`src/rtl/seq_threshold_ctrl.sv`:
```
// Start/done sequencer around an accumulating datapath: after a start it sums d and
// walks through STAGES wait stages, each ended by a programmable accumulator bit or a timeout.
module seq_threshold_ctrl #(
  parameter int WIDTH   = 16,
  parameter int STAGES  = 2,
  parameter int TIMEOUT = 255,
  parameter int IDX_W   = $clog2(WIDTH),
  parameter int SW      = $clog2(STAGES) + 1
) (
  input  logic                    clk,
  input  logic                    reset_n,
  input  logic                    start,
  input  logic                    abort,
  input  logic [WIDTH-1:0]        d,
  input  logic                    d_valid,
  input  logic [STAGES*IDX_W-1:0] cfg_bit,
  output logic [WIDTH-1:0]        acc,
  output logic [SW-1:0]           stage,
  output logic                    busy,
  output logic                    done,
  output logic                    timeout
);

  // tcnt never needs to hold more than TIMEOUT-1
  localparam int TW = (TIMEOUT > 1) ? $clog2(TIMEOUT) : 1;

  typedef enum logic [2:0] {
    IDLE  = 3'd0,
    CLEAR = 3'd1,
    RUN   = 3'd2,
    DONE  = 3'd3,
    ERR   = 3'd4
  } state_t;

  state_t           state_q, state_d;
  logic [WIDTH-1:0] acc_q, acc_d;
  logic [SW-1:0]    stage_q, stage_d;
  logic [TW-1:0]    tcnt_q, tcnt_d;
  logic [IDX_W-1:0] sel_idx;
  logic             hit;

  // Bit-index compare loop makes an out-of-range field simply never hit
  always_comb begin
    sel_idx = '0;
    for (int k = 0; k < STAGES; k++) begin
      if (stage_q == SW'(k)) sel_idx = cfg_bit[k*IDX_W +: IDX_W];
    end
    hit = 1'b0;
    for (int b = 0; b < WIDTH; b++) begin
      if (sel_idx == IDX_W'(b)) hit = acc_q[b];
    end
  end

  always_comb begin
    state_d = state_q;
    acc_d   = acc_q;
    stage_d = stage_q;
    tcnt_d  = tcnt_q;
    if (start) begin
      state_d = CLEAR;
      acc_d   = '0;
      stage_d = '0;
      tcnt_d  = '0;
    end else if (abort) begin
      state_d = IDLE;
      tcnt_d  = '0;
    end else begin
      unique case (state_q)
        CLEAR: state_d = RUN;
        RUN: begin
          if (d_valid) acc_d = acc_q + d;
          if (hit) begin
            if (stage_q == SW'(STAGES - 1)) begin
              state_d = DONE;
            end else begin
              stage_d = stage_q + 1'b1;
              tcnt_d  = '0;
            end
          end else if ((TIMEOUT != 0) && (tcnt_q == TW'(TIMEOUT - 1))) begin
            state_d = ERR;
          end else begin
            tcnt_d = tcnt_q + 1'b1;
          end
        end
        default: ;
      endcase
    end
  end

  always_ff @(posedge clk or negedge reset_n) begin
    if (!reset_n) begin
      state_q <= IDLE;
      acc_q   <= '0;
      stage_q <= '0;
      tcnt_q  <= '0;
    end else begin
      state_q <= state_d;
      acc_q   <= acc_d;
      stage_q <= stage_d;
      tcnt_q  <= tcnt_d;
    end
  end

  assign acc     = acc_q;
  assign stage   = stage_q;
  assign busy    = (state_q == CLEAR) || (state_q == RUN);
  assign done    = (state_q == DONE);
  assign timeout = (state_q == ERR);

endmodule

```
`config.mk`:
```
export PLATFORM = sky130hd
export DESIGN_NAME = seq_threshold_ctrl
export DESIGN_NICKNAME = d
export VERILOG_FILES = /design/src/rtl/seq_threshold_ctrl.sv
export SDC_FILE = /design/constraint.sdc
export NUM_CORES = 1
export LEC_CHECK = 0
export BUFFER_PORTS_ARGS = -buffer_cell sky130_fd_sc_hd__clkbuf_2
export CAP_MARGIN = 20
export CORE_MARGIN = 3
export CORE_UTILIZATION = 60
export CTS_BUF_LIST = sky130_fd_sc_hd__clkbuf_4
export DETAILED_ROUTE_END_ITERATION = 6
export PLACE_DENSITY = 0.86
export RECOVER_POWER = 50
export SKIP_LAST_GASP = 1
export SLEW_MARGIN = 10
export SYNTH_ARGS = -nofsm -noshare
export SYNTH_HDL_FRONTEND = slang
export SYNTH_SLANG_ARGS = --single-unit
```
`constraint.sdc`:
```
create_clock -name clk -period 4.47 [get_ports clk]
set_input_delay 0.6705 -clock clk [delete_from_list [all_inputs] [get_ports clk]]
set_output_delay 0.6705 -clock clk [all_outputs]
set_load 0.01 [all_outputs]
```
# Word-level counts from Yosys, hierarchy flattened
# Index checks and enable logic that the tools add are counted.
# op_classes
addsub	3
muxes	39
reduce_logical	12
eq_ne	27
# op_table
cell	count
$mux 16	4
$mux 8	6
$eq 4x4->1 const B	8
$add 16x16->16	1
$eq 4x3->1 const B	4
$mux 1	16
$mux 3	5
$mux 2	5
$ne 5x5->1 const B	2
$reduce_and 3->1	3
$add 8x1->8 const B	1
$eq 4x2->1 const B	2
$eq 8x8->1 const B	1
$mux 4	2
$ne 4x4->1 const B	2
$eq 3x2->1 const B	2
$pmux 3 s2	1
$reduce_bool 2->1	3
$eq 4x1->1 const B	1
$logic_not 4->1	1
$ne 2x2->1 const B	2
$reduce_and 4->1	1
$reduce_bool 4->1	1
$eq 3x1->1 const B	1
6 further kinds	6
# totals
input_bits	29
ff_bits	29

# Depth between registers and ports, before layout
# Gate-level depths: netlist of the first run.
# depth
word_depth	24
mapped_depth	11

# Least setup slack after synthesis of the first run
# No wires, ideal clock.
# synth_path
kind	input to register
start	input d[0]
end	register acc_q[14], in the netlist acc[14]
slack_ps	1800
path_stages	9
required_ps	4405
path_buffers	0
setup_ps	65
t_arrival_ps	2605
path_cell_list	ha_1 > fa_1 > a21o_1 > a21oi_1 > o21bai_1 > a211oi_1 > o31ai_1 > nor4b_1 > a211o_1
# synth_via
elab_chain_len	5
# synth_rtl
item	line	source
from (decl)	14	input logic [WIDTH-1:0] d,
$add 16x16->16	71	if (d_valid) acc_d = acc_q + d;
$mux 16	71	
$mux 16	68	unique case (state_q)
$mux 16	64	end else if (abort) begin
$mux 16	59	if (start) begin
to (signal assigned)	93	acc_q <= '0;
to (signal assigned)	98	acc_q <= acc_d;
to (decl)	36	logic [WIDTH-1:0] acc_q, acc_d;
# Every way passes these cells. The select of a mux whose other input is x is not followed.
# A chain may end at the register's enable or synchronous reset.

# Final worst setup path of the first run
# layout_path
start	register stage_q[1], in the netlist stage[1]
end	register tcnt_q[3]
# layout_via
elab_chain_len	24
# layout_rtl
item	line	source
from (decl)	37	logic [SW-1:0] stage_q, stage_d;
from (signal assigned)	99	stage_q <= stage_d;
$logic_not 2->1	46	if (stage_q == SW'(k)) sel_idx = cfg_bit[k*IDX_W +: IDX_W];
$mux 4 (2 in series)	46	
$logic_not 4->1	50	if (sel_idx == IDX_W'(b)) hit = acc_q[b];
$mux 1 (16 in series)	50	
$mux 8	72	if (hit) begin
$mux 8	68	
$mux 8	64	
$mux 8	59	
to (signal assigned)	100	tcnt_q <= tcnt_d;
to (decl)	38	logic [TW-1:0] tcnt_q, tcnt_d;
# Several ways; a longest one is shown, not always the timed one. The select of a mux whose other input is x is not followed.

==> results of run 1 <==
[final timing paths]
path                                        from                endpoint  slack (ns)  depth (start not counted)
max                         stage[1]$_DFFE_PN0P_   tcnt_q[3]$_DFFE_PN0P_        1.39                          9
min                        tcnt_q[5]$_DFFE_PN0P_   tcnt_q[5]$_DFFE_PN0P_        0.58                          2
max reg2reg                 stage[1]$_DFFE_PN0P_   tcnt_q[3]$_DFFE_PN0P_        1.39                          9
min reg2reg                tcnt_q[5]$_DFFE_PN0P_   tcnt_q[5]$_DFFE_PN0P_        0.58                          2
max in group asynchronous                reset_n      acc[7]$_DFFE_PN0P_        2.87                          1
min in group asynchronous                reset_n  state_q[0]$_DFFE_PN0P_        0.69                          1
[critical path, cell delays in order (launching register included)]
cell and delay [ns]:
dfrtp_1 0.40, inv_1 0.09, ha_1 0.43, nand2_1 0.27, nand2_4 0.14, mux4_2 0.49
and2_4 0.18, o221ai_4 0.42, mux2_4 0.39, o221ai_1 0.18
[cells in the mapped netlist, drive strengths merged (2+ instances only)]
| cell | count |
|---|---|
| nor4 | 4 |
| nor2 | 20 |
| a21o | 2 |
| nor3b | 7 |
| nand2b | 5 |
| o21ai | 14 |
| nor3 | 9 |
| and2 | 8 |
| xnor2 | 8 |
| nand3b | 3 |
| o31ai | 3 |
| o21a | 7 |
| o211ai | 5 |
| buf | 4 |
| mux2 | 3 |
| a211o | 3 |
| inv | 13 |
| ha | 19 |
| nand2 | 36 |
| o22ai | 2 |
| a21oi | 20 |
| and3b | 2 |
| mux2i | 3 |
| and3 | 4 |
| clkbuf | 6 |
| or3 | 4 |
| nor4b | 2 |
| nor2b | 2 |
| o221ai | 3 |
| o21bai | 4 |
| xor2 | 2 |
| a211oi | 7 |
| nand3 | 11 |
| dfrtp | 29 |
[cell usage in the layout (no fill, tap or decap), drive strengths merged, types with 2 or more instances in the layout]
master,instances
nor2,20
xor2,2
o211ai,5
mux2,3
ha,19
inv,13
a21o,2
and2,8
nand2,36
a21oi,20
mux2i,3
o21bai,4
nor4b,2
o21ai,14
xnor2,8
a211oi,7
o21a,7
nor4,4
nand2b,5
o31ai,3
nor3b,7
nand3,11
a211o,3
nor3,9
o221ai,3
and3,4
nor2b,2
clkbuf,55
dfrtp,29
and3b,2
or3,4
o22ai,2
nand3b,3
[cell type report]
type | instances | area share
multi-input combinational | 235 | 0.594
sequential | 29 | 0.264
timing repair buffer | 49 | 0.0843
tap | 48 | 0.0219
inverter | 13 | 0.0178
clock buffer | 6 | 0.0164
clock inverter | 1 | 0.00137
[per-layer routing]
layer | share of wire | up-vias | track usage | routed length (µm)
met5 | 0 | - | 0 | 0
met4 | 0.017 | 0 | 0.0894 | 98
met3 | 0.052 | 10 | 0.0604 | 297
met2 | 0.50 | 61 | 0.407 | 2810
met1 | 0.43 | 1086 | 0.289 | 2460
li1 | - | 1139 | - | -
[metrics by stage]
stage | power, mW | hold WS (ns) | worst slack [ns]
finish | 0.531 | 0.578 | 1.39
global route | 0.556 | 0.599 | 1.14
CTS | 0.531 | 0.378 | 1.42
detailed placement | 0.379 | 0.565 | 1.43
global placement | 0.377 | 0.550 | 1.51
floorplan | 0.346 | 0.375 | 1.80
[registers in the layout (all words and copies together), names as in the netlist]
signal and count:
acc 16, stage 2, state_q 3, tcnt_q 8
[cell families (layout without fill, tap and decap cells)]
logic type / Yosys count / after routing
simple gates: 119 / 119
compound gates: 79 / 79
flops: 29 / 29
buf+inv: 23 / 69
fa+ha+maj: 20 / 20
xor+xnor: 10 / 10
mux: 7 / 7
[power groups by stage]
stage               combinational [mW]  sequential, mW  clock [mW]
global placement                 0.103           0.274           0
finish                           0.105           0.269       0.157
detailed placement               0.105           0.274           0
CTS                              0.105           0.269       0.157
floorplan                       0.0724           0.274           0
global route                     0.117           0.270       0.169
==> key figures, run 1 <==
Timing
  – Highest Clock Rate: 0.324 GHz
  – Share of the clock period used by the worst path: 0.690
  – Final min period: 3.08 ns
  – Worst-Margin Slew: 1.56 ns
  – Fin. Hold Viols: 0
  – Unrepaired setup endpoints after global routing: no
  – Final setup TNS: 0 ns
  – Final Setup Violations: 0
  – Slew Limit Fails: 30
  – Slew margin rel.: -0.0392
  – Clock skew: 0.0102 ns

Logic synthesis
  – Compound-Gate Fraction of Synth Area: 0.227
  – Syn nets: 336
  – Post-Synth Simple-Gate Area: 0.258
  – Synth area leaders: dfrtp_1, ha_1, nand2_1, a21oi_1, nor2_1
  – Post-synth cell types: 55
  – Synthesized area: 2460 µm²
  – Syn Area/Cell: 8.57 µm²
  – Gate count after technology mapping: 287
  – Ys async rst share: 1.00
  – Synth area leader: dfrtp_1
  – Synth top area share: 0.295
  – Post-synthesis xor/xnor area fraction: 0.0356
  – Post-synthesis sequential area ratio: 0.295
  – Syn. warnings: 0
  – Post-synthesis mux area share: 0.0366
  – Synth Register Bits: 29
  – Post-Synth Adder-Cell Area: 0.105
  – Top_reg_cell synth: dfrtp_1
  – Post-synth EDFFs: 0
  – Largest family of logic cells by synthesized area: simple AND/OR/NAND/NOR gates

Cells and area
  – Storage element area: 726 µm²
  – Ant. Diodes: 0
  – Multi-input logic area: 1630 µm²
  – Share of layout cells above drive strength 1: 0.171
  – Post-layout utilization of the core: 0.723
  – Area grow syn2layout: 11.6%
  – Filler cell count in the final layout: 315
  – Post-route cell area: 2750 µm²
  – Post-Layout Cell Count: 381
  – Final-stage net count: 382

GRT
  – Largest net degree at the start of global routing: 30
  – Vias in the first global route: 2152
  – First-pass GRT wire length: 9440 µm
  – Total GRT Usage: 0.239
  – Initial antenna violation count: 0
  – GRT Residual Overflow: 0

Place
  – Dpl hpwl: 4290 µm
  – Gp weighted congestion: 0.856
  – IO Port Bufs: 49
  – Post-DP Area: 2710 µm²
  – Placed cells: 374

Worst setup path
  – CP Data Arrival Time: 3.35 ns
  – Worst EP required: 4.74 ns
  – Setup CP Type: flip-flop to flip-flop
  – CP Capture Type: flip-flop
  – Worst Path Max Fanout: 15
  – CP startpoint kind: flip-flop

Detailed routing
  – Post-DR wirelength/cell: 14.9 µm
  – Via density: 6.03
  – Routed WL: 5670 µm
  – DR pass1 iterations: 4
  – Initial DRC Count: 215
  – Antenna Nets Post-Route: 0
  – DRC Markers: 0
  – Via Count: 2296

CTS
  – Worst-Skew Late Latency: 0.35 ns
  – Sink Count: 29
  – Clock transition at path regs: 0.09 ns
  – CTS root buf: clkbuf_4
  – TritonCTS clock tree: built
  – H-tree depth: 2
  – CTS Hold Bufs: 0
  – Post-CTS setup buffer count: 0
  – Post-CTS Resized: 0
  – Max clock buf depth: 2
  – CTS Buf Count: 5

Pwr
  – Pwr Density: 193 nW/µm²
  – Sw Ratio: 0.297
  – Combinational fraction of design power: 0.198
  – Leakage: 1.23 nW
  – Power Internal: 373 µW
  – Seq pwr share: 0.507
  – Peak VDD IR: 0.0976 mV
  – Net Sw Power: 158 µW
  – Clock share of power: 0.295

Status
  – Status: finished, violations left
  – Violated checks: capacitance limit, slew limit

Die
  – Rows: 22
  – Ports: 50
  – Die area: 4900 µm²
  – Die Width: 70.0 µm
  – Starting Density: 0.648
  – Die Y: 70.0 µm
  – Core ar.: 3800 µm²

Worst hold path
  – Hold Path Class: flip-flop to flip-flop

Flow run
  – Max Cap Viol: 1
No activity file was read; power rests on OpenSTA's default activity.
==> inputs of run 2 (changes only) <==
- CORE_UTILIZATION: 60 -> 52
- PLACE_DENSITY: 0.86 -> 0.79
- clock period: 4.47 -> 2.8 ns (I/O delays scaled with it)
==> key figures, run 2 (synthesis results as in run 1) <==
Status
  – Status: finished, violations left
  – Violated checks: capacitance limit, slew limit

Timing
  – Share of the clock period used by the worst path: 0.945
  – Clock skew: 0.00413 ns
  – Worst-Margin Slew: 1.52 ns
  – Slew margin rel.: -0.0143
  – Slew Limit Fails: 30
  – Final min period: 2.65 ns
  – Final setup TNS: 0 ns
  – Worst Hold Slack: 0.435 ns
  – Unrepaired setup endpoints after global routing: yes
  – Highest Clock Rate: 0.378 GHz
  – Final Setup Violations: 0
  – Fin. Hold Viols: 0

Cells and area
  – Max reg flops: 16
  – Most frequent cells in the layout: clkbuf_2, nand2_1, dfrtp_1, nor2_1, a21oi_1
  – Post-Layout Cell Count: 395
  – Share of layout cells above drive strength 1: 0.210
  – Area grow syn2layout: 15.8%
  – Most common cell after layout, fill and taps aside: clkbuf_2
  – Ant. Diodes: 0
  – Post-layout utilization of the core: 0.637
  – Final-stage net count: 391

Worst setup path
  – Setup CP Type: flip-flop to flip-flop
  – CP startpoint kind: flip-flop
  – Worst EP required: 3.06 ns
  – CP cell instances: inv_1, ha_2, nand2_1, nand2_4, mux4_2, and2_4, o221ai_4, mux2_4, o221ai_1
  – Worst Path Max Fanout: 12
  – CP Data Arrival Time: 2.90 ns
  – CP Capture Type: flip-flop
  – Slowest Stage Delay on Critical Path: 0.50 ns
  – Critical path's slowest cell: mux4_2

Flow run
  – Max Cap Viol: 1

Detailed routing
  – Antenna Nets Post-Route: 0
  – DR top layer: met4
  – Via Count: 2288
  – M1 WL: 2690 µm
  – DR pass1 iterations: 4
  – DRC Markers: 0
  – Via density: 5.79
  – Post-DR wirelength/cell: 14.7 µm
  – Met2 WL: 2830 µm
  – Wire length on met3: 182 µm
  – Routed WL: 5790 µm
  – Initial DRC Count: 102

GRT
  – First-pass GRT wire length: 9430 µm
  – Initial antenna violation count: 0
  – GRT Residual Overflow: 0
  – Total GRT Usage: 0.221
  – Largest net degree at the start of global routing: 30
  – Vias in the first global route: 2143

Place
  – Placed cells: 386
  – IO Port Bufs: 49
  – Dpl hpwl: 4570 µm
  – Gp weighted congestion: 0.823

Pwr
  – Peak VDD IR: 0.145 mV
  – Combinational fraction of design power: 0.212
  – Tot Pwr: 851 µW
  – Clock share of power: 0.284
  – Pwr Density: 299 nW/µm²
  – Power Internal: 593 µW
  – Leakage: 1.28 nW
  – Net Sw Power: 258 µW
  – Seq pwr share: 0.504
  – Sw Ratio: 0.303

CTS
  – CTS Buf Count: 5
  – CTS root buf: clkbuf_4
  – CTS Hold Bufs: 0
  – Sink Count: 29
  – TritonCTS clock tree: built
  – H-tree depth: 2
  – Clock transition at path regs: 0.09 ns
  – Worst-Skew Late Latency: 0.34 ns
  – Max clock buf depth: 2

Die
  – Starting Density: 0.550
  – Rows: 24
  – Core ar.: 4470 µm²
  – Die Y: 74.8 µm
  – Die area: 5590 µm²
  – Ports: 50
  – Die Width: 74.8 µm

Worst hold path
  – Hold Path Class: input pin to asynchronous set/reset pin
## run 2: path summary, 6_finish.rpt
| check | from | to | slack (ns) | cells past startpoint |
|---|---|---|---|---|
| min reg2reg | stage[1]$_DFFE_PN0P_ | stage[1]$_DFFE_PN0P_ | 0.57 | 2 |
| min | reset_n | acc[1]$_DFFE_PN0P_ | 0.43 | 1 |
| max reg2reg | stage[1]$_DFFE_PN0P_ | tcnt_q[3]$_DFFE_PN0P_ | 0.15 | 9 |
| max | stage[1]$_DFFE_PN0P_ | tcnt_q[3]$_DFFE_PN0P_ | 0.15 | 9 |
| max in group asynchronous | reset_n | stage[0]$_DFFE_PN0P_ | 1.48 | 1 |
| min in group clk | abort | stage[1]$_DFFE_PN0P_ | 0.48 | 3 |
## run 2: layout make-up
cell class              instances  area [µm²]
multi-input cells             235        1660
fillers                       408        1630
flip-flops and latches         29         726
repair buffers                 58         300
well taps                      52        65.1
inverters                      13        48.8
clock buffers                   5        37.5
clock inverters                 3        12.5
## run 2: stage by stage
stage	setup WS (ns)	area (µm²)
2_1_floorplan	0.281	2460
3_3_place_gp	0.115	2780
3_5_place_dp	0.0402	2780
4_1_cts	0.0148	2830
5_1_grt	-0.00992	2850
6_report	0.153	2850
## run 2: power groups by stage
stage	Combinational, mW	Clock (mW)	Sequential (mW)
after global placement	0.171	0	0.437
after global routing	0.199	0.262	0.430
after detailed placement	0.174	0	0.437
final	0.180	0.242	0.429
after floorplan	0.116	0	0.437
after CTS	0.176	0.247	0.429
## run 2: per-layer routing
| metal | vias up | global-route usage |
|---|---|---|
| li1 | 1156 | - |
| met1 | 1083 | 0.277 |
| met2 | 44 | 0.387 |
| met3 | 5 | 0.0320 |
| met4 | 0 | 0.0830 |
| met5 | - | 0 |
## run 2: worst max-delay path, delay by kind of cell (launching register included)
family                   cells  cell delay (ns)
buffers and inverters        1             0.09
flip-flops                   1             0.40
AND/OR/NAND/NOR              3             0.45
multiplexers                 2             0.88
AO/OA/AOI/OAI                2             0.47
adder cells (fa/ha/maj)      1             0.28
## run 2: what timing repair did
action / CTS / global route
setup endpoints to repair: 0 / 13
setup buffers: 0 / 1
gates resized for setup: 0 / 6
==> inputs of run 3 (changes only) <==
--- a/config.mk
+++ b/config.mk
@@ -14,4 +14,5 @@
 export PLACE_DENSITY = 0.79
 export RECOVER_POWER = 50
+export SETUP_SLACK_MARGIN = 0.1
 export SKIP_LAST_GASP = 1
 export SLEW_MARGIN = 10
==> constraint.sdc (replaced) <==
create_clock -name clk -period 2.8 [get_ports clk]
set_input_delay 0.42 -clock clk [delete_from_list [all_inputs] [get_ports clk]]
set_output_delay 0.42 -clock clk [all_outputs]
set_load 0.02 [all_outputs]
==> key figures, run 3 (synthesis results as in run 1) <==
Status
  – Status: finished, violations left
  – Violated checks: capacitance limit, slew limit

Timing
  – Final setup TNS: 0 ns
  – Slew Limit Fails: 30
  – Final min period: 2.59 ns
  – Highest Clock Rate: 0.386 GHz
  – Worst-Margin Slew: 1.57 ns
  – Fin. Hold Viols: 0
  – Final Setup Violations: 0
  – Unrepaired setup endpoints after global routing: yes
  – Slew margin rel.: -0.0467
  – Share of the clock period used by the worst path: 0.924
  – Clock skew: 0.0171 ns

Cells and area
  – Post-layout utilization of the core: 0.660
  – Post-route cell area: 2950 µm²
  – Filler cell count in the final layout: 407
  – Max reg flops: 16
  – Most common cell after layout, fill and taps aside: clkbuf_2
  – Ant. Diodes: 0
  – Final-stage net count: 396
  – Most frequent cells in the layout: clkbuf_2, nand2_1, dfrtp_1, nor2_1, a21oi_1
  – Multi-input logic area: 1720 µm²
  – Share of layout cells above drive strength 1: 0.250
  – Area grow syn2layout: 20.0%
  – Post-Layout Cell Count: 400
  – Storage element area: 727 µm²

CTS
  – Max clock buf depth: 2
  – Clock transition at path regs: 0.10 ns
  – Worst-Skew Late Latency: 0.34 ns
  – Sink Count: 29
  – H-tree depth: 2
  – TritonCTS clock tree: built
  – CTS root buf: clkbuf_4
  – CTS Buf Count: 5

Pwr
  – Pwr Density: 294 nW/µm²
  – Peak VDD IR: 0.126 mV
  – Net Sw Power: 270 µW
  – Combinational fraction of design power: 0.222
  – Seq pwr share: 0.494
  – Sw Ratio: 0.311
  – Clock share of power: 0.283
  – Tot Pwr: 869 µW
  – Leakage: 1.30 nW
  – Power Internal: 599 µW

Worst setup path
  – CP Capture Type: flip-flop
  – CP endpoint: tcnt_q[3]$_DFFE_PN0P_
  – CP startpoint kind: flip-flop
  – R2r setup slk: 0.21 ns
  – CP Data Arrival Time: 2.85 ns
  – Worst r2r src: stage[1]$_DFFE_PN0P_
  – Slowest Stage Delay on Critical Path: 0.40 ns
  – CP cell instances: inv_1, ha_4, and3b_1, a2111oi_2, a311oi_1, a31o_2, o221ai_4, mux2_4, o221ai_1
  – Critical path's slowest cell: dfrtp_1
  – Worst Path Max Fanout: 12
  – Reg2reg path depth: 9
  – Setup crit start: stage[1]$_DFFE_PN0P_
  – Setup CP Type: flip-flop to flip-flop
  – Worst EP required: 3.06 ns
  – Reg-to-Reg End: tcnt_q[3]$_DFFE_PN0P_

Detailed routing
  – Post-DR wirelength/cell: 14.9 µm
  – Via density: 5.78
  – Routed WL: 5980 µm
  – Antenna Nets Post-Route: 0
  – Via Count: 2310
  – DR pass1 iterations: 4
  – DRC Markers: 0
  – Initial DRC Count: 117

Die
  – Die area: 5590 µm²
  – Ports: 50
  – Die Width: 74.8 µm
  – Rows: 24
  – Die Y: 74.8 µm
  – Starting Density: 0.550
  – Core ar.: 4470 µm²

Place
  – Gp weighted congestion: 0.824
  – IO Port Bufs: 49
  – Post-DP Area: 2780 µm²
  – Dpl hpwl: 4500 µm
  – Placed cells: 387

GRT
  – Initial antenna violation count: 0
  – Vias in the first global route: 2133
  – GRT Residual Overflow: 0
  – Total GRT Usage: 0.222
  – First-pass GRT wire length: 9600 µm
  – Largest net degree at the start of global routing: 30

Worst hold path
  – Hold Path Class: input pin to asynchronous set/reset pin

Flow run
  – Max Cap Viol: 1
==> run 3: repair_timing <==
action,4_1_cts,5_1_grt
setup endpoints to repair,2,13
buffers inserted,0,5
hold buffers,0,0
gates resized for setup,1,20
pin swaps,0,7
endpoints found under the hold margin,0,0
cloned,0,0
==> run 3: per-layer routing <==
metal	part of all wire	vias up	wire length, µm	GRT usage
met5	0	-	0	0
met1	0.44	1074	2600	0.283
li1	-	1163	-	-
met2	0.50	67	2960	0.386
met4	0.011	0	64	0.0494
met3	0.058	6	349	0.0494
==> run 3: how the worst min path moves through the flow <==
stage,slack (ns),from,to
floorplan,0.12,reset_n,acc[0]$_DFFE_PN0P_
global placement,0.50,reset_n,acc[0]$_DFFE_PN0P_
detailed placement,0.51,reset_n,acc[1]$_DFFE_PN0P_
CTS,0.13,reset_n,tcnt_q[7]$_DFFE_PN0P_
global route,0.50,d[0],acc[0]$_DFFE_PN0P_
finish,0.45,reset_n,tcnt_q[1]$_DFFE_PN0P_
==> run 3: cell type report <==
type	count	share of cell area
tap	52	0.0220
clock buffer	5	0.0127
timing repair buffer	63	0.114
inverter	13	0.0165
sequential	29	0.246
clock inverter	3	0.00424
multi-input combinational	235	0.584
==> run 3: power by group through the flow <==
stage	combinational, mW	clock, mW	sequential [mW]
floorplan	0.118	0	0.439
global placement	0.176	0	0.437
detailed placement	0.179	0	0.437
CTS	0.180	0.248	0.429
global route	0.213	0.266	0.430
finish	0.193	0.246	0.430
==> run 3: through the flow <==
step,hold slack (ns),setup slack (ns)
after detailed placement,0.509,0.0630
after floorplan,0.124,0.199
after CTS,0.135,0.112
after global routing,0.495,0.0677
final,0.451,0.211
after global placement,0.503,0.114
==> run 3: worst max-delay path: cells and delay by family (launching register included) <==
kind            cells  cell delay (ns)
compound gates      5             1.14
buf+inv             1             0.15
flops               1             0.40
simple gates        1             0.23
fa+ha+maj           1             0.22
mux                 1             0.38
